===== config.mk =====
export PLATFORM = sky130hd
export DESIGN_NAME = pose_engine
export DESIGN_NICKNAME = d
export VERILOG_FILES = /design/src/rtl/pose_engine_pkg.sv /design/src/rtl/pose_engine_fx_mul.sv /design/src/rtl/pose_engine.sv
export SDC_FILE = /design/constraint.sdc
export NUM_CORES = 2
export LEC_CHECK = 0
export ABC_CLOCK_PERIOD_IN_PS = 29200
export CAP_MARGIN = 20
export CORE_ASPECT_RATIO = 1.2
export CORE_MARGIN = 3
export CORE_UTILIZATION = 30
export DETAILED_ROUTE_END_ITERATION = 10
export SLEW_MARGIN = 0
export SYNTH_ARGS = -nofsm -noshare
export SYNTH_HDL_FRONTEND = slang
export SYNTH_SLANG_ARGS = --single-unit

===== constraint.sdc =====
create_clock -name clk -period 29.2 [get_ports clk]
set_input_delay 2.92 -clock clk [delete_from_list [all_inputs] [get_ports clk]]
set_output_delay 2.92 -clock clk [all_outputs]
set_load 0.005 [all_outputs]

===== src/rtl/pose_engine_pkg.sv =====
// Shared fixed-point parameters, Q-format type and FSM state encoding for the pose engine.
// No logic of its own.
// The real-valued conversions are only for simulation and debug and are not used in RTL.
`ifndef POSE_ENGINE_F_MACRO
`define POSE_ENGINE_F_MACRO
`define F pose_engine_pkg::fix_t
`endif

package pose_engine_pkg;
  localparam int QM  = 12;
  localparam int QN  = 12;
  localparam int W   = QM + QN;
  localparam int ONE = 1 << QN;

  typedef logic signed [W-1:0] fix_t;

  // Each state is named after the step it performs on the edge that leaves it.
  // The speed (SPD) step runs on the tick edge itself, while the FSM is still in IDLE.
  localparam logic [3:0] ST_IDLE   = 4'd0;
  localparam logic [3:0] ST_MX     = 4'd1;
  localparam logic [3:0] ST_MY     = 4'd2;
  localparam logic [3:0] ST_R1     = 4'd3;
  localparam logic [3:0] ST_R2     = 4'd4;
  localparam logic [3:0] ST_R3     = 4'd5;
  localparam logic [3:0] ST_R4     = 4'd6;
  localparam logic [3:0] ST_R5     = 4'd7;
  localparam logic [3:0] ST_R6     = 4'd8;
  localparam logic [3:0] ST_R7     = 4'd9;
  localparam logic [3:0] ST_R8     = 4'd10;
  localparam logic [3:0] ST_COMMIT = 4'd11;

  function automatic real Freal(input fix_t v);
    return $itor(v) / $itor(ONE);
  endfunction

  function automatic fix_t realF(input real r);
    return fix_t'($rtoi(r * $itor(ONE)));
  endfunction
endpackage


===== src/rtl/pose_engine_fx_mul.sv =====
// Combinational signed QM.QN multiply: (a*b) >>> QN, truncated to W bits (floor, wraps on overflow).
// Latency: 0 cycles (purely combinational).
// Backpressure: none.
module pose_engine_fx_mul
  import pose_engine_pkg::*;
(
  input  logic [W-1:0] i_a,
  input  logic [W-1:0] i_b,
  output logic [W-1:0] o_p
);
  logic signed [2*W-1:0] w_a_ext;
  logic signed [2*W-1:0] w_b_ext;
  logic signed [2*W-1:0] w_full;
  logic signed [2*W-1:0] w_shr;
  logic                  w_unused;

  assign w_a_ext  = {{W{i_a[W-1]}}, i_a};
  assign w_b_ext  = {{W{i_b[W-1]}}, i_b};
  assign w_full   = w_a_ext * w_b_ext;
  assign w_shr    = w_full >>> QN;
  assign o_p      = w_shr[W-1:0];
  // The high product bits are deliberately dropped: the result wraps on overflow.
  assign w_unused = ^w_shr[2*W-1:W];
endmodule


===== src/rtl/pose_engine.sv =====
// Player pose engine: once per tick, facing-relative motion plus rotation through one shared multiplier.
// Latency: 12 clocks from the tick edge for a motion update; 1 clock for a pending host load.
// Backpressure: load_ready drops while a host pose is pending; a tick that arrives while busy is dropped and pulses overrun.
// POSE_CLAMP_EN: when defined, committed positions saturate to [POS_MIN, POS_MAX]; when undefined they wrap.
module pose_engine
  import pose_engine_pkg::*;
#(
  parameter int WALK_SPEED = 80,
  parameter int RUN_SPEED  = 144,
  parameter int DIAG_SCALE = 2896,
  parameter int ROT_COS    = 4091,
  parameter int ROT_SIN    = 201,
  parameter int POS_MIN    = 0,
  parameter int POS_MAX    = 65535,
  parameter int START_PX   = 6144,
  parameter int START_PY   = 55296,
  parameter int START_FX   = 0,
  parameter int START_FY   = -4096,
  parameter int START_VX   = 2048,
  parameter int START_VY   = 0
) (
  input  logic         clk,
  input  logic         reset,
  input  logic         tick,
  input  logic         move_f,
  input  logic         move_b,
  input  logic         move_l,
  input  logic         move_r,
  input  logic         rot_l,
  input  logic         rot_r,
  input  logic         run,
  input  logic         load_valid,
  output logic         load_ready,
  input  logic [W-1:0] load_px,
  input  logic [W-1:0] load_py,
  input  logic [W-1:0] load_fx,
  input  logic [W-1:0] load_fy,
  input  logic [W-1:0] load_vx,
  input  logic [W-1:0] load_vy,
  output logic [W-1:0] player_x,
  output logic [W-1:0] player_y,
  output logic [W-1:0] facing_x,
  output logic [W-1:0] facing_y,
  output logic [W-1:0] vplane_x,
  output logic [W-1:0] vplane_y,
  output logic         busy,
  output logic         update_done,
  output logic         overrun
);
  localparam fix_t C_WALK = fix_t'(WALK_SPEED);
  localparam fix_t C_RUN  = fix_t'(RUN_SPEED);
  localparam fix_t C_DIAG = fix_t'(DIAG_SCALE);
  localparam fix_t C_COS  = fix_t'(ROT_COS);
  localparam fix_t C_SIN  = fix_t'(ROT_SIN);
  localparam fix_t C_ONE  = fix_t'(ONE);
  localparam logic signed [W+1:0] P_MIN = (W+2)'(POS_MIN);
  localparam logic signed [W+1:0] P_MAX = (W+2)'(POS_MAX);

  logic [3:0] r_state;
  `F r_px, r_py, r_fx, r_fy, r_vx, r_vy;
  `F r_sh_px, r_sh_py, r_sh_fx, r_sh_fy, r_sh_vx, r_sh_vy;
  logic r_pending;
  `F r_sp, r_ax, r_ay, r_nfx, r_nfy, r_nvx, r_nvy, r_rs, r_rc;
  logic r_f_pos, r_f_neg, r_s_pos, r_s_neg;
  logic r_done, r_ovr;

  logic w_load_acc, w_load_commit, w_start, w_diag;
  `F w_base_sp, w_rot_s, w_rot_c, w_ma, w_mb, w_mp;
  logic signed [W+1:0] w_ax_e, w_ay_e, w_px_e, w_py_e;
  logic signed [W+1:0] w_fwd_ax, w_fwd_ay, w_str_ax, w_str_ay, w_sum_x, w_sum_y;
  `F w_new_px, w_new_py;

  assign load_ready    = !r_pending;
  assign w_load_acc    = load_valid && !r_pending;
  assign w_load_commit = tick && (r_state == ST_IDLE) && r_pending;
  assign w_start       = tick && (r_state == ST_IDLE) && !r_pending;

  // Request decode at the tick: forward beats back, left beats right, rot_l beats rot_r.
  assign w_diag    = (move_f || move_b) && (move_l || move_r);
  assign w_base_sp = run ? C_RUN : C_WALK;
  assign w_rot_s   = rot_l ? -C_SIN : (rot_r ? C_SIN : '0);
  assign w_rot_c   = (rot_l || rot_r) ? C_COS : C_ONE;

  // Route the single multiplier's operands according to the step in progress.
  always_comb begin
    w_ma = r_sp;
    w_mb = r_fx;
    case (r_state)
      ST_IDLE: begin w_ma = w_base_sp; w_mb = C_DIAG; end
      ST_MX:   begin w_ma = r_sp;      w_mb = r_fx;   end
      ST_MY:   begin w_ma = r_sp;      w_mb = r_fy;   end
      ST_R1:   begin w_ma = r_fx;      w_mb = r_rc;   end
      ST_R2:   begin w_ma = r_fy;      w_mb = r_rs;   end
      ST_R3:   begin w_ma = r_fx;      w_mb = r_rs;   end
      ST_R4:   begin w_ma = r_fy;      w_mb = r_rc;   end
      ST_R5:   begin w_ma = r_vx;      w_mb = r_rc;   end
      ST_R6:   begin w_ma = r_vy;      w_mb = r_rs;   end
      ST_R7:   begin w_ma = r_vx;      w_mb = r_rs;   end
      ST_R8:   begin w_ma = r_vy;      w_mb = r_rc;   end
      default: begin w_ma = r_sp;      w_mb = r_fx;   end
    endcase
  end

  pose_engine_fx_mul u_mul (
    .i_a (w_ma),
    .i_b (w_mb),
    .o_p (w_mp)
  );

  // The position update is evaluated two bits wider than W, so that the clamp can see the true sum.
  // Strafe direction is (-facing_y, facing_x).
  assign w_ax_e   = {{2{r_ax[W-1]}}, r_ax};
  assign w_ay_e   = {{2{r_ay[W-1]}}, r_ay};
  assign w_px_e   = {{2{r_px[W-1]}}, r_px};
  assign w_py_e   = {{2{r_py[W-1]}}, r_py};
  assign w_fwd_ax = r_f_pos ? w_ax_e : (r_f_neg ? -w_ax_e : '0);
  assign w_fwd_ay = r_f_pos ? w_ay_e : (r_f_neg ? -w_ay_e : '0);
  assign w_str_ax = r_s_pos ? w_ax_e : (r_s_neg ? -w_ax_e : '0);
  assign w_str_ay = r_s_pos ? w_ay_e : (r_s_neg ? -w_ay_e : '0);
  assign w_sum_x  = w_px_e + w_fwd_ax - w_str_ay;
  assign w_sum_y  = w_py_e + w_fwd_ay + w_str_ax;

`ifdef POSE_CLAMP_EN
  // Saturate the committed position into the legal window.
  always_comb begin
    w_new_px = w_sum_x[W-1:0];
    w_new_py = w_sum_y[W-1:0];
    if (w_sum_x < P_MIN)      w_new_px = P_MIN[W-1:0];
    else if (w_sum_x > P_MAX) w_new_px = P_MAX[W-1:0];
    if (w_sum_y < P_MIN)      w_new_py = P_MIN[W-1:0];
    else if (w_sum_y > P_MAX) w_new_py = P_MAX[W-1:0];
  end
`else
  logic w_unused;
  assign w_new_px = w_sum_x[W-1:0];
  assign w_new_py = w_sum_y[W-1:0];
  assign w_unused = ^{w_sum_x[W+1:W], w_sum_y[W+1:W], P_MIN, P_MAX};
`endif

  // Shadow pose: capture the host pose on a handshake; it stays pending until a tick commits it.
  always_ff @(posedge clk or negedge reset) begin
    if (!reset) begin
      r_pending <= 1'b0;
      r_sh_px <= '0; r_sh_py <= '0; r_sh_fx <= '0;
      r_sh_fy <= '0; r_sh_vx <= '0; r_sh_vy <= '0;
    end else begin
      if (w_load_commit) r_pending <= 1'b0;
      if (w_load_acc) begin
        r_pending <= 1'b1;
        r_sh_px <= load_px; r_sh_py <= load_py; r_sh_fx <= load_fx;
        r_sh_fy <= load_fy; r_sh_vx <= load_vx; r_sh_vy <= load_vy;
      end
    end
  end

  // Update sequencer: one multiply per step, with all six pose registers written together at the end.
  always_ff @(posedge clk or negedge reset) begin
    if (!reset) begin
      r_state <= ST_IDLE;
      r_px <= fix_t'(START_PX); r_py <= fix_t'(START_PY);
      r_fx <= fix_t'(START_FX); r_fy <= fix_t'(START_FY);
      r_vx <= fix_t'(START_VX); r_vy <= fix_t'(START_VY);
      r_sp <= '0; r_ax <= '0; r_ay <= '0;
      r_nfx <= '0; r_nfy <= '0; r_nvx <= '0; r_nvy <= '0;
      r_rs <= '0; r_rc <= '0;
      r_f_pos <= 1'b0; r_f_neg <= 1'b0; r_s_pos <= 1'b0; r_s_neg <= 1'b0;
      r_done <= 1'b0; r_ovr <= 1'b0;
    end else begin
      r_done <= 1'b0;
      r_ovr  <= tick && (r_state != ST_IDLE);
      case (r_state)
        ST_IDLE: begin
          if (w_load_commit) begin
            r_px <= r_sh_px; r_py <= r_sh_py; r_fx <= r_sh_fx;
            r_fy <= r_sh_fy; r_vx <= r_sh_vx; r_vy <= r_sh_vy;
            r_done <= 1'b1;
          end else if (w_start) begin
            r_f_pos <= move_f;
            r_f_neg <= !move_f && move_b;
            r_s_neg <= move_l;
            r_s_pos <= !move_l && move_r;
            r_rs    <= w_rot_s;
            r_rc    <= w_rot_c;
            r_sp    <= w_diag ? w_mp : w_base_sp;
            r_state <= ST_MX;
          end
        end
        ST_MX: begin r_ax  <= w_mp;         r_state <= ST_MY; end
        ST_MY: begin r_ay  <= w_mp;         r_state <= ST_R1; end
        ST_R1: begin r_nfx <= w_mp;         r_state <= ST_R2; end
        ST_R2: begin r_nfx <= r_nfx - w_mp; r_state <= ST_R3; end
        ST_R3: begin r_nfy <= w_mp;         r_state <= ST_R4; end
        ST_R4: begin r_nfy <= r_nfy + w_mp; r_state <= ST_R5; end
        ST_R5: begin r_nvx <= w_mp;         r_state <= ST_R6; end
        ST_R6: begin r_nvx <= r_nvx - w_mp; r_state <= ST_R7; end
        ST_R7: begin r_nvy <= w_mp;         r_state <= ST_R8; end
        ST_R8: begin r_nvy <= r_nvy + w_mp; r_state <= ST_COMMIT; end
        ST_COMMIT: begin
          r_px <= w_new_px; r_py <= w_new_py;
          r_fx <= r_nfx;    r_fy <= r_nfy;
          r_vx <= r_nvx;    r_vy <= r_nvy;
          r_done  <= 1'b1;
          r_state <= ST_IDLE;
        end
        default: r_state <= ST_IDLE;
      endcase
    end
  end

  assign player_x    = r_px;
  assign player_y    = r_py;
  assign facing_x    = r_fx;
  assign facing_y    = r_fy;
  assign vplane_x    = r_vx;
  assign vplane_y    = r_vy;
  assign busy        = (r_state != ST_IDLE);
  assign update_done = r_done;
  assign overrun     = r_ovr;
endmodule

# Word level (Yosys, flattened, before mapping)

Index checks and enable logic that the tools add are counted.

Output and inout port bits: 148
Bits in registers: 515
Input bits: 155

Add/sub/neg operators: 10
Equal/unequal tests: 14
Bitwise operators: 1
Multiplexer cells: 38
Reductions and logical operators: 31
$mul: 1

Operators by type and width:

| kind                                                                  | count |
|---|---|
| 24-bit case mux with 2 select lines                                   | 10 |
| 24-bit two-way mux                                                    | 16 |
| 24-bit adder                                                          | 5 |
| 24-bit case mux with 5 select lines                                   | 1 |
| 24-bit case mux with 4 select lines                                   | 1 |
| 24-bit subtractor                                                     | 3 |
| 24-bit negator                                                        | 2 |
| 4-bit case mux with 11 select lines                                   | 1 |
| 24-bit by 24-bit multiplier with 36-bit output                        | 1 |
| 4-bit by 3-bit equality test with 1-bit output, second input constant | 4 |
| 4-bit equality test, second input constant                            | 4 |
| 8-bit two-way mux                                                     | 2 |
| 13-bit two-way mux                                                    | 1 |
| 2-bit nonzero test                                                    | 6 |
| 4-bit by 2-bit equality test with 1-bit output, second input constant | 2 |
| 1-bit logical AND                                                     | 8 |
| 4-bit two-way mux                                                     | 2 |
| 2-bit OR reduction                                                    | 4 |
| 4-bit OR reduction                                                    | 2 |
| 2-bit inequality test, second input constant                          | 3 |
| 4-bit by 1-bit equality test with 1-bit output, second input constant | 1 |
| 4-bit logical NOT                                                     | 1 |
| 2-bit AND reduction                                                   | 2 |
| 4-bit nonzero test                                                    | 1 |
| 6 further kinds                                                       | 12 |

# Depth between registers and ports, before layout

Depth after elaboration: 6
Gate-level depth with buffers: 53
Depth with buffers taken out: 50

# Cells and area by module

From an unflattened synthesis, not the netlist that was laid out.

Cells, all modules: 5280
Area total of the unflattened synthesis: 47057.6 um^2

Modules (own cells, without submodules):

| module             | sequential area each (um^2) | cells an instance | area an instance (um^2) | times used |
|---|---|---|---|---|
| pose_engine        | 11835.1                     | 3466              | 30598.1                 | 1 |
| pose_engine_fx_mul | 0.0                         | 1814              | 16459.5                 | 1 |

# Worst setup path before layout

No wires, ideal clock.

Path kind: input port to flip-flop
Start: in run
End: reg r_nvx[20] (netlist bit)
Data required time: 29.077 ns
Stages: 40
Buffers on the path: 1
Slack: 15.857 ns
Library setup time: 0.123 ns
Data arrival time: 13.220 ns
Cells stage by stage: a22o_1 > a221o_1 > a221oi_1 > clkbuf_1 > nor2_1 > fa_1 > fa_1 > inv_1 > fa_1 > fa_1 > fa_1 > inv_1 > fa_1 > inv_1 > fa_1 > inv_1 > ha_1 > a21o_1 > (+4 left out) > xnor2_1 > ha_1 > o21ai_0 > nor2_1 > o21a_1 > nor2_1 > o21bai_1 > maj3_2 > maj3_2 > a2bb2o_4 > a21oi_1 > o41ai_2 > o221ai_2 > maj3_2 > maj3_2 > o21ai_2 > a22oi_1 > o221a_1

Word-level cells in the longest chain between the ends: 5

RTL lines:

| what                                               | line                     | RTL |
|---|---|---|
| from (decl)                                        | pose_engine.sv:31        | `input logic run,` |
| 8-bit two-way mux (*)                              | pose_engine.sv:80        | `assign w_base_sp = run ? C_RUN : C_WALK;` |
| 24-bit case mux with 5 select lines (*)            | pose_engine.sv:88        | `case (r_state)` |
| 24-bit by 24-bit multiplier with 36-bit output (*) | pose_engine_fx_mul.sv:19 | `assign w_full = w_a_ext * w_b_ext;` |
| 24-bit subtractor                                  | pose_engine.sv:195       | `ST_R6: begin r_nvx <= r_nvx - w_mp; r_state <= ST_R7; end` |
| 24-bit case mux with 2 select lines (*)            | pose_engine.sv:171       | `case (r_state)` |
| to (signal assigned)                               | pose_engine.sv:164       | `r_nfx <= '0; r_nfy <= '0; r_nvx <= '0; r_nvy <= '0;` |
| to (signal assigned)                               | pose_engine.sv:194       | `ST_R5: begin r_nvx <= w_mp; r_state <= ST_R6; end` |
| to (signal assigned)                               | pose_engine.sv:195       |  |
| to (decl)                                          | pose_engine.sv:63        | `` `F r_sp, r_ax, r_ay, r_nfx, r_nfy, r_nvx, r_nvy, r_rs, r_rc; `` |

Every way passes the cells marked *; elsewhere a longest branch is shown, timed or not.
A chain may end at the register's enable or synchronous reset.

# Worst setup path in the final report

Start: in run
End: reg r_nvx[23] (netlist bit)

The elaborated chain is that of the path after synthesis.

==> results.cfg <==
[status]
status = finished clean

[flow_run]
maxCapViolCount = 0

[timing]
tns_ns = 0
final-setup-viol-count = 0
slew_viol_final = 0
post-route-period-util = 0.4922
tightest_slew_ns = 1.169
max-slew-margin-rel = 0.2154
max_freq_mhz = 69.58
rsz0062_at_grt = no
hold_viol = 0
fin_crit_ns = 14.37
skew_ns = 0.06546

[grt]
grtUsageTotal = 0.2186
grt_overflow = 0
grt_pass1_wl_um = 262500
antenna_found_initial = 10
grt_pass1_vias = 40577
grt_max_degree = 152

[synth]
synth_area_leader_cell = dfrtp_1
synth_fp_nets = 6115
syn_inst = 5215
synth_warnings = 0
synth.top_cell.area_share = 0.2457
synth_async_sr_flop_share = 1.000
yosysMostFrequentCell = inv_1
synth_area_leaders = dfrtp_1, fa_1, ha_1
ys_ff_latch = 472
synth_edf_count = 0
synth_flop_cell = dfrtp_1
synthDistinctLibCells = 103
synthTopCellsByCount = inv_1, nor2_1, nand2_1
synth_area_um2 = 46130
ys_seq_area_frac = 0.2566
avgSynthCellArea_um2 = 8.846

[worst_setup_path]
timing.critical_path.mode_cell = fa_1
crit_type = in2reg
cp.depth = 43
reg2reg_to = r_nvx[23]
crit_end = r_nvx[23]
slowest_stage = a2111oi_0
rrSetupSlack_ns = 14.93
arrival_ns = 14.89
critPathLaunchType = input pin
reg2reg_depth = 48
critPathTopFamily = compound AO/OA/AOI/OAI gates
path_max_fanout = 13
endpoint_kind = flip-flop
worstReg2RegStart = r_state[3]
cp_num_buf_inv = 6
critical_path.startpoint = run
required_ns = 29.72
crit_path_max_incr_delay_ns = 0.63

[final_layout]
area_growth_pct = 16.29
final_nets = 6332
multiInputGateArea_um2 = 30640
seq_area_um2 = 11840
nFillCells = 15468
drive_above_1_share = 0.08761

[clocking]
cts.clk_slew.worst_paths_ns = 0.06
cts_setup_buffers = 0
cts.path.max_buffers = 3
h-tree-depth = 2
root_buffer = clkbuf_16
cts_tree = built
cts-resized-gates = 0
clock_latency_ns = 0.68
hold_buffers = 0
cts_buffers = 55
cts_sinks = 472

[route]
routed-via-count = 39673
ant_nets = 0
viasPerCell = 5.312
drcViolationCount = 0
drt_iter0_drc = 3424
wire_per_inst_um = 23.40
wl_um = 174800
dr.pass1.iters = 8

[floorplanning]
die_area_um2 = 158500
initial_core_util = 0.3022
dieHeight_um = 435.6
ios = 303
rows = 157
die_w_um = 364.0
core_area_um2 = 152600

[placed_design]
portBuffers = 302
dp.final_hpwl_um = 136600
place_congestion = 0.9607

[worst_hold_path]
hold_class = reg2reg
-- layout make-up --
| cell class | count | share of cell area |
|---|---|---|
| Multi-Input combinational cell | 3725 | 0.5711 |
| Clock inverter | 27 | 0.005807 |
| Tap cell | 1987 | 0.04634 |
| Inverter | 753 | 0.05269 |
| Timing Repair Buffer | 425 | 0.07403 |
| Antenna cell | 3 | 0.0001399 |
| Sequential cell | 472 | 0.2207 |
| Clock buffer | 77 | 0.02925 |
-- how the worst min path moves through the flow --
stage               slack [ns]  cells after the start       end     start
finish                    0.49                      1   r_rs[0]   r_rs[0]
global route              0.51                      2   r_rs[7]   r_rs[7]
CTS                       0.49                      1   r_rs[0]   r_rs[0]
detailed placement        0.47                      1   r_rs[0]   r_rs[0]
global placement          0.46                      2  r_rc[12]  r_rc[12]
floorplan                 0.45                      2  r_rc[12]  r_rc[12]
-- per-stage QoR --
step                hold WS (ns)  cells  cell area [µm²]  setup WS [ns]    util
global placement          0.4608   7361            51740          14.61  0.3390
finish                    0.4882   7469            53650          14.83  0.3515
global route              0.5087   7466            53640          14.09  0.3514
detailed placement        0.4725   7361            51740          14.25  0.3390
floorplan                 0.4466   5215            46130          15.86       -
CTS                       0.4868   7465            53620          14.95  0.3513
-- worst reg2reg max path: cells and delay by family (launching register included) --
family | cells | cell delay (ns)
XOR/XNOR | 1 | 0.39
buffers and inverters | 8 | 1.26
AO/OA/AOI/OAI | 21 | 5.56
adder cells (fa/ha/maj) | 9 | 3.72
AND/OR/NAND/NOR | 9 | 2.88
flip-flops | 1 | 0.32
-- cell families after synthesis --
| family | after synthesis | synth area share |
|---|---|---|
| multiplexers | 149 | 0.03629 |
| adder cells (fa/ha/maj) | 755 | 0.2864 |
| AND/OR/NAND/NOR | 1534 | 0.1425 |
| AO/OA/AOI/OAI | 1140 | 0.1662 |
| flip-flops | 472 | 0.2566 |
| XOR/XNOR | 147 | 0.02856 |
| buffers and inverters | 1018 | 0.08354 |
-- cell usage in the layout, fill, tap and decap left out, types with 31 or more instances in the layout --
cell               n
inv_1            748
nand2_1          601
nor2_1           600
fa_1             504
dfrtp_1          451
clkdlybuf4s50_1  301
o21ai_0          291
ha_1             241
a22oi_1          160
mux2_2           145
a21oi_1          141
buf_4            121
a31oi_1          109
xnor2_1          102
a21o_1            74
nand2b_1          60
clkbuf_16         55
nor3_1            50
nand3_1           50
a221o_1           43
xor2_1            40
o21a_1            32
a221oi_1          31
-- per-layer routing --
metal  vias up  track usage  wire length [µm]
met5         -            0                58
met4         8      0.09368              8744
met3       356      0.04826             14420
met2      1561       0.3492             79440
met1     20020       0.2840             72100
li1      17728            -                 -
Power is left out: the tool's default activity adds up to more than one toggle a clock period on the data nets, which glitch-free logic cannot reach.
